==> src/rtl/mac_operand_feeder.sv <==
// Streaming operand source for the MAC: buffers one vector and one matrix,
// replays them as J framed beats on start, then waits for the MAC's result.
module mac_operand_feeder #(
    parameter  int J       = 14,
    parameter  int A       = 2,
    parameter  int GAP     = 0,
    parameter  int TIMEOUT = 64,
    localparam int J_WIDTH = $clog2(J) + 1
) (
    input  logic                 clk,
    input  logic                 rst,
    input  logic                 v_wr_en,
    input  logic [J_WIDTH-1:0]   v_wr_addr,
    input  logic [63:0]          v_wr_data,
    input  logic                 m_wr_en,
    input  logic [J_WIDTH-1:0]   m_wr_addr,
    input  logic [A*64-1:0]      m_wr_data,
    input  logic                 start,
    input  logic                 beta_tvalid,
    output logic [63:0]          vinput,
    output logic                 vinput_tvalid,
    output logic                 vinput_tlast,
    output logic [A*64-1:0]      M_row,
    output logic                 M_row_tvalid,
    output logic                 M_row_tlast,
    output logic                 busy,
    output logic                 done,
    output logic                 err
);

    localparam int AW = (J > 1) ? $clog2(J) : 1;
    localparam int TW = $clog2(TIMEOUT + 1);

    localparam logic [1:0] S_IDLE  = 2'd0;
    localparam logic [1:0] S_ISSUE = 2'd1;
    localparam logic [1:0] S_GAP   = 2'd2;
    localparam logic [1:0] S_WAIT  = 2'd3;

    localparam logic [J_WIDTH-1:0] LAST_K   = J_WIDTH'(J - 1);
    localparam logic [J_WIDTH-1:0] NUM_J    = J_WIDTH'(J);
    localparam logic [3:0]         GAP_LAST = 4'((GAP > 0) ? GAP - 1 : 0);
    localparam logic [TW-1:0]      TO_LAST  = TW'(TIMEOUT - 1);

    logic [63:0]        v_buf [J];
    logic [A*64-1:0]    m_buf [J];

    logic [1:0]         state;
    logic [J_WIDTH-1:0] k;
    logic [J_WIDTH-1:0] nk;
    logic [3:0]         gap_cnt;
    logic [TW-1:0]      to_cnt;
    logic               v_wr_ok;
    logic               m_wr_ok;

    assign nk      = k + J_WIDTH'(1);
    assign v_wr_ok = v_wr_en && (state == S_IDLE) && (v_wr_addr < NUM_J);
    assign m_wr_ok = m_wr_en && (state == S_IDLE) && (m_wr_addr < NUM_J);

    assign M_row_tvalid = vinput_tvalid;
    assign M_row_tlast  = vinput_tlast;

    // Buffers deliberately have no reset so their contents survive a frame abort.
    always_ff @(posedge clk) begin
        if (v_wr_ok)
            v_buf[v_wr_addr[AW-1:0]] <= v_wr_data;
        if (m_wr_ok)
            m_buf[m_wr_addr[AW-1:0]] <= m_wr_data;
    end

    always_ff @(posedge clk) begin
        if (rst) begin
            state         <= S_IDLE;
            k             <= '0;
            gap_cnt       <= '0;
            to_cnt        <= '0;
            vinput        <= '0;
            M_row         <= '0;
            vinput_tvalid <= 1'b0;
            vinput_tlast  <= 1'b0;
            busy          <= 1'b0;
            done          <= 1'b0;
            err           <= 1'b0;
        end else begin
            done <= 1'b0;
            err  <= (v_wr_en && !v_wr_ok) || (m_wr_en && !m_wr_ok) ||
                    (start && (state != S_IDLE));
            case (state)
                S_IDLE: begin
                    if (start) begin
                        state         <= S_ISSUE;
                        busy          <= 1'b1;
                        k             <= '0;
                        vinput        <= v_buf[0];
                        M_row         <= m_buf[0];
                        vinput_tvalid <= 1'b1;
                        vinput_tlast  <= (J == 1);
                    end
                end
                S_ISSUE: begin
                    vinput_tvalid <= 1'b0;
                    vinput_tlast  <= 1'b0;
                    if (k == LAST_K) begin
                        state  <= S_WAIT;
                        to_cnt <= '0;
                    end else if (GAP == 0) begin
                        k             <= nk;
                        vinput        <= v_buf[nk[AW-1:0]];
                        M_row         <= m_buf[nk[AW-1:0]];
                        vinput_tvalid <= 1'b1;
                        vinput_tlast  <= (nk == LAST_K);
                    end else begin
                        state   <= S_GAP;
                        gap_cnt <= '0;
                    end
                end
                S_GAP: begin
                    if (gap_cnt == GAP_LAST) begin
                        state         <= S_ISSUE;
                        k             <= nk;
                        vinput        <= v_buf[nk[AW-1:0]];
                        M_row         <= m_buf[nk[AW-1:0]];
                        vinput_tvalid <= 1'b1;
                        vinput_tlast  <= (nk == LAST_K);
                    end else begin
                        gap_cnt <= gap_cnt + 4'd1;
                    end
                end
                S_WAIT: begin
                    // A result arriving in the final timeout cycle still counts as success.
                    if (beta_tvalid) begin
                        state <= S_IDLE;
                        busy  <= 1'b0;
                        done  <= 1'b1;
                    end else if (to_cnt == TO_LAST) begin
                        state <= S_IDLE;
                        busy  <= 1'b0;
                        err   <= 1'b1;
                    end else begin
                        to_cnt <= to_cnt + TW'(1);
                    end
                end
                default: begin
                    state <= S_IDLE;
                    busy  <= 1'b0;
                end
            endcase
        end
    end

endmodule

==> config.mk <==
export PLATFORM = sky130hd
export DESIGN_NAME = mac_operand_feeder
export DESIGN_NICKNAME = d
export VERILOG_FILES = /design/src/rtl/mac_operand_feeder.sv
export SDC_FILE = /design/constraint.sdc
export NUM_CORES = 2
export LEC_CHECK = 0
export CAP_MARGIN = 25
export CELL_PAD_IN_SITES_DETAIL_PLACEMENT = 0
export CELL_PAD_IN_SITES_GLOBAL_PLACEMENT = 1
export CORE_UTILIZATION = 45
export CTS_BUF_LIST = sky130_fd_sc_hd__clkbuf_4 sky130_fd_sc_hd__clkbuf_8
export DETAILED_ROUTE_END_ITERATION = 16
export GPL_TIMING_DRIVEN = 0
export PLACE_DENSITY_LB_ADDON = 0.1
export RECOVER_POWER = 100
export SETUP_SLACK_MARGIN = 0.3
export SLEW_MARGIN = 30
export SYNTH_ARGS = -nofsm -noshare
export SYNTH_HDL_FRONTEND = slang
export SYNTH_SLANG_ARGS = --single-unit
==> constraint.sdc <==
create_clock -name clk -period 39.6 [get_ports clk]
set_input_delay 7.92 -clock clk [delete_from_list [all_inputs] [get_ports clk]]
set_output_delay 7.92 -clock clk [all_outputs]
set_load 0.005 [all_outputs]
After elaboration in Yosys (flattened, before gate mapping)

Memories as Yosys holds them, arrays and structs flattened.
Cells that the tools add are included.
Widths: inputs -> output; s select.

RAM bits: 2688
Memories kept: 2
Bits in registers: 215
Latch bits: 0
Word-level logic and storage cells: 98
Input port bits: 208
Bits in read-only memories: 0

Memory list:

| memory | depth | width | read ports | clocked after Yosys merged registers in | write ports | line | text |
|---|---|---|---|---|---|---|---|
| m_buf  | 14    | 128   | 2          | 0                                       | 1           | 45   | `logic [A*64-1:0] m_buf [J];` |
| v_buf  | 14    | 64    | 2          | 0                                       | 1           | 44   | `logic [63:0] v_buf [J];` |

Shift-type cells: 0
Multiply operators: 0
Bitwise operators: 2
Mux-type cells: 41
Add/subtract/negate cells: 3
$lt $le $gt $ge: 2
Reductions and logical operators: 24
Eq/ne operators: 13
Divide/modulo/power cells: 0

Operators by type and width:

| cell                | number |
|---|---|
| $mux 128            | 3 |
| $pmux 128 s3        | 1 |
| $mux 64             | 3 |
| $pmux 64 s3         | 1 |
| $mux 7              | 3 |
| $mux 1              | 16 |
| $mux 5              | 3 |
| $pmux 5 s3          | 1 |
| $pmux 7 s2          | 1 |
| $ne 2x2->1 const B  | 6 |
| $reduce_and 4->1    | 3 |
| $eq 5x4->1 const B  | 2 |
| $lt 5x4->1 const B  | 2 |
| $mux 2              | 5 |
| $pmux 2 s4          | 1 |
| $add 7x1->7 const B | 1 |
| $eq 7x6->1 const B  | 1 |
| $logic_and 1x1->1   | 7 |
| $pmux 1 s3          | 2 |
| $reduce_and 3->1    | 2 |
| $reduce_bool 2->1   | 3 |
| $add 5x1->5 const B | 1 |
| $add 4x1->4 const B | 1 |
| $eq 2x2->1 const B  | 2 |
| other kinds (11)    | 14 |

Logic depth before layout (Yosys ltp)

Depth after elaboration: 10
Mapped depth: 13

Worst setup path after synthesis

Ideal clock, no wire load.

Kind: input to register
From: in m_wr_addr[4]
To: mem m_buf[0][0] in the netlist's numbering, enable pin
Data required time: 38828 ps
Setup time: 772 ps
Buffers on the path: 0
Setup slack: 21721 ps
Arrival: 17107 ps
Stages on the path: 3
Cell sequence: nand3b_1 -> or3_1 -> nor3_1

Word-level cells in the longest chain between the ends: 4

RTL lines:

| item                         | line | text |
|---|---|---|
| start: declaration           | 16   | `input logic [J_WIDTH-1:0] m_wr_addr,` |
| $lt 5x4->1                   | 57   | `assign m_wr_ok = m_wr_en && (state == S_IDLE) && (m_wr_addr < NUM_J);` |
| $logic_and 1x1->1            | 57   |  |
| $mux 1                       | 66   | `if (m_wr_ok)` |
| $mux 1 (not written as such) | 67   | `m_buf[m_wr_addr[AW-1:0]] <= m_wr_data;` |
| end: declaration             | 45   |  |

No other way between the ends.

Worst setup path in the final report

From: in m_wr_addr[3]
To: mem m_buf[10][38] in the netlist's numbering, enable pin

Word-level cells in the longest chain between the ends: 4

RTL lines:

| item                         | line |
|---|---|
| $lt 5x4->1                   | 57 |
| $logic_and 1x1->1            | 57 |
| $mux 1                       | 66 |
| $mux 1 (not written as such) | 67 |

Parallel ways exist; a longest one is shown, timed or not.

==> impl_metrics.env <==
export IMPL_min_to="M_row[36]"
export IMPL_regToRegSetupSlack_ns=32.19
export IMPL_power_frac_seq_pct=46.1
export IMPL_clk_latency_ns=1.12
export IMPL_rsz0062_at_grt="false"
export IMPL_die_area_um2=247000
export IMPL_worstSetupStartpointType="input pin"
export IMPL_drt_initial_drc_count=5018
export IMPL_numCtsBuffers=481
export IMPL_synth_top_family_by_area="multiplexers"
export IMPL_max_freq_mhz=71.3
export IMPL_ys_seq_area_share_pct=77.2
export IMPL_drt_pass1_iter_count=5
export IMPL_hold_path_cell_count=1
export IMPL_comb_power_share_pct=18.9
export IMPL_wirelength_mm=301
export IMPL_syn2layout_area_growth_pct=17.2
export IMPL_track_usage_pct=24.4
export IMPL_yosys_area_share_adder_pct=0.125
export IMPL_synth_area_leaders="edfxtp_1 73%, mux4_2 12%, dfxtp_1 3.9%"
export IMPL_rows=181
export IMPL_cap_violations=2
export IMPL_worst_clock_skew_ns=0.0958
export IMPL_num_fill_cells=19600
export IMPL_yosys_area_top_type="edfxtp_1"
export IMPL_violations="max-capacitance violations, max-slew violations"
export IMPL_cts_resized=0
export IMPL_synthesis_nets=5584
export IMPL_place_inst=9261
export IMPL_synthCells=5365
export IMPL_detail_route_antenna_nets=0
export IMPL_ctsLongestPathBuffers=4
export IMPL_mostFrequentLayoutCells="2688 x edfxtp_1, 576 x mux4_2, 532 x clkbuf_8"
export IMPL_slew_viol_final=21
export IMPL_setup_viol=0
export IMPL_yosys_warnings=0
export IMPL_initial_utilization_pct=45.3
export IMPL_vias=58700
export IMPL_yosys_area_share_simple_pct=2.04
export IMPL_power_uw=7550
export IMPL_rr_worst_depth=11
export IMPL_p_sw_uw=2060
export IMPL_setup_tns_ns=0
export IMPL_stdcell_area_um2=129000
export IMPL_power_leakage_uw=0.0417
export IMPL_dp_hpwl_mm=201
export IMPL_avgViaCountPerCell=5.78
export IMPL_holdBufCountCts=0
export IMPL_powerDensity_nw_per_um2=58.5
export IMPL_htreeDepth=5
export IMPL_instances_no_fill=10200
export IMPL_async_reset_ff_share_pct=0
export IMPL_nets=6761
export IMPL_clkTransAtPathRegs_ns=0.06
export IMPL_root_buffer="clkbuf_8"
export IMPL_pwr_share_clk_pct=35.0
export IMPL_crit_path_max_fanout=17
export IMPL_grt_pass1_wl_mm=429
export IMPL_drc=0
export IMPL_reg2reg_from="state[1]"
export IMPL_place_area_um2=123000
export IMPL_synth_area_um2=110000
export IMPL_gp_congestion=0.762
export IMPL_grt_ovfl_total=0
export IMPL_max_slew_margin_pct=-24.1
export IMPL_required_ns=40.28
export IMPL_hp_class="flop to flop"
export IMPL_p_int_uw=5490
export IMPL_layout_min_cycle_time_ns=14.02
export IMPL_numPortBuffers=404
export IMPL_ios=407
export IMPL_synth_seq_cells=2903
export IMPL_swShare_pct=27.3
export IMPL_post_route_period_util_pct=35.4
export IMPL_peakVddDrop_v=0.0000287
export IMPL_synth_top_area_share_pct=73.3
export IMPL_synth_mux_area_share_pct=13.5
export IMPL_hold_viol=0
export IMPL_cts_sinks=2903
export IMPL_final_common_cell="edfxtp_1"
export IMPL_cts_setup_buffers=0
export IMPL_cp_arrival_ns=14.70
export IMPL_end_kind="flop"
export IMPL_core_um2=243000
export IMPL_synth_flop_cell="edfxtp_1"
export IMPL_worstHoldStart="M_row[36]"
export IMPL_grt_max_degree=20
export IMPL_synth_xor_area_share_pct=0.0477
export IMPL_worst_slew_pin_slew_ns=1.86
export IMPL_first_global_vias=59900
export IMPL_antenna_found_initial=89
export IMPL_outcome="complete, but fails checks"
export IMPL_post_drt_wl_per_cell_um=29.6
export IMPL_cts_tree="yes"
export IMPL_drive_gt1_share_pct=21.9
export IMPL_synth_edf_count=2688
export IMPL_final_util_pct=53.1
export IMPL_die_y_um=497
export IMPL_syn_area_per_cell_um2=20.5
export IMPL_path_class="input pin to flop"
export IMPL_synth_compound_area_share_pct=5.50
export IMPL_ys_types=46
export IMPL_reg2reg_to="m_buf[10][38]"
export IMPL_die_x_um=497
## sequential cells by signal, indices dropped and copies added (netlist names), 2 cells and up
| name | count |
|---|---|
| v_buf | 896 |
| to_cnt | 7 |
| k | 5 |
| gap_cnt | 4 |
| state | 2 |
| m_buf | 1792 |
| vinput | 64 |
| M_row | 128 |
## synthesized netlist by cell type, types with 4 or more instances
| library cell | number |
|---|---|
| edfxtp_1 | 2688 |
| mux4_2 | 576 |
| nor2_1 | 236 |
| dfxtp_1 | 215 |
| nand3_1 | 199 |
| o211ai_1 | 196 |
| a22oi_1 | 195 |
| a211oi_1 | 194 |
| a21o_1 | 193 |
| mux2i_1 | 192 |
| clkbuf_1 | 190 |
| buf_2 | 113 |
| buf_6 | 20 |
| buf_1 | 18 |
| inv_1 | 16 |
| a21oi_1 | 13 |
| buf_4 | 13 |
| nand2_1 | 12 |
| ha_1 | 11 |
| nor3_1 | 11 |
| o21ai_0 | 7 |
| or3_1 | 7 |
| and2_1 | 4 |
| nand2b_1 | 4 |
| xor2_1 | 4 |
## per-layer routing
layer | global-route usage [%] | vias to the layer above | wire length, um
met5 | 0 | - | 229
met4 | 6.55 | 36 | 7060
met3 | 5.41 | 503 | 22800
met2 | 37.9 | 2259 | 142000
met1 | 35.0 | 31000 | 129000
li1 | - | 24900 | -
## power groups by stage
stage	Sequential, uW	Clock [uW]	Combinational [uW]
after floorplan	3540	0	823
after global placement	3550	0	1450
after detailed placement	3550	0	1480
after CTS	3480	2700	1490
after global routing	3490	2830	1520
final	3480	2640	1430
## worst max path at each step
stage / from / endpoint / slack (ns) / cells after the start
after floorplan: m_wr_addr[4] / m_buf[0][0] / 21.72 / 3
after global placement: m_wr_addr[3] / m_buf[3][37] / 10.41 / 4
after detailed placement: m_wr_addr[3] / m_buf[3][37] / 27.76 / 13
after CTS: m_wr_addr[3] / m_buf[3][36] / 28.94 / 13
after global routing: m_wr_addr[4] / m_buf[10][38] / 25.06 / 10
final: m_wr_addr[3] / m_buf[10][38] / 25.58 / 9
## cell families (layout without fill, tap and decap cells)
logic type                 Yosys count  in the layout
adders and majority gates           11             11
DFF                               2903           2903
xor gates and xnor gates             6              6
buffers and inverters              370           1936
and+or+nand+nor                    496            496
other                                0             22
muxes                              768            768
AOI/OAI and AO/OA                  811            811
## stage by stage
| stage | hold WS [ns] | setup WS [ns] |
|---|---|---|
| after global placement | 0.431 | 10.41 |
| after CTS | 0.453 | 28.94 |
| final | 0.444 | 25.58 |
| after floorplan | 0.451 | 21.72 |
| after global routing | 0.457 | 25.06 |
| after detailed placement | 0.438 | 27.76 |
## final cells by class
cell class / count / area, um^2 / share of cell area, %
Tap cell: 3202 / 4010 / 3.10
Clock inverter: 176 / 1140 / 0.886
Buffer: 354 / 1680 / 1.30
Multi-Input combinational cell: 2092 / 23400 / 18.1
Clock buffer: 696 / 8550 / 6.62
Sequential cell: 2903 / 85000 / 65.8
Antenna cell: 22 / 55.1 / 0.0426
Timing Repair Buffer: 694 / 5230 / 4.05
Inverter: 16 / 60.1 / 0.0465
## critical path, cell delays in order
cell,delay [ns]
dlygate4sd3_1,0.65
nand2_1,0.19
nand4b_1,0.19
nor2_1,1.18
clkbuf_1,0.90
clkbuf_1,0.90
clkbuf_1,0.85
clkbuf_1,0.93
clkbuf_1,0.93
No activity file was read; power rests on OpenSTA's default activity.
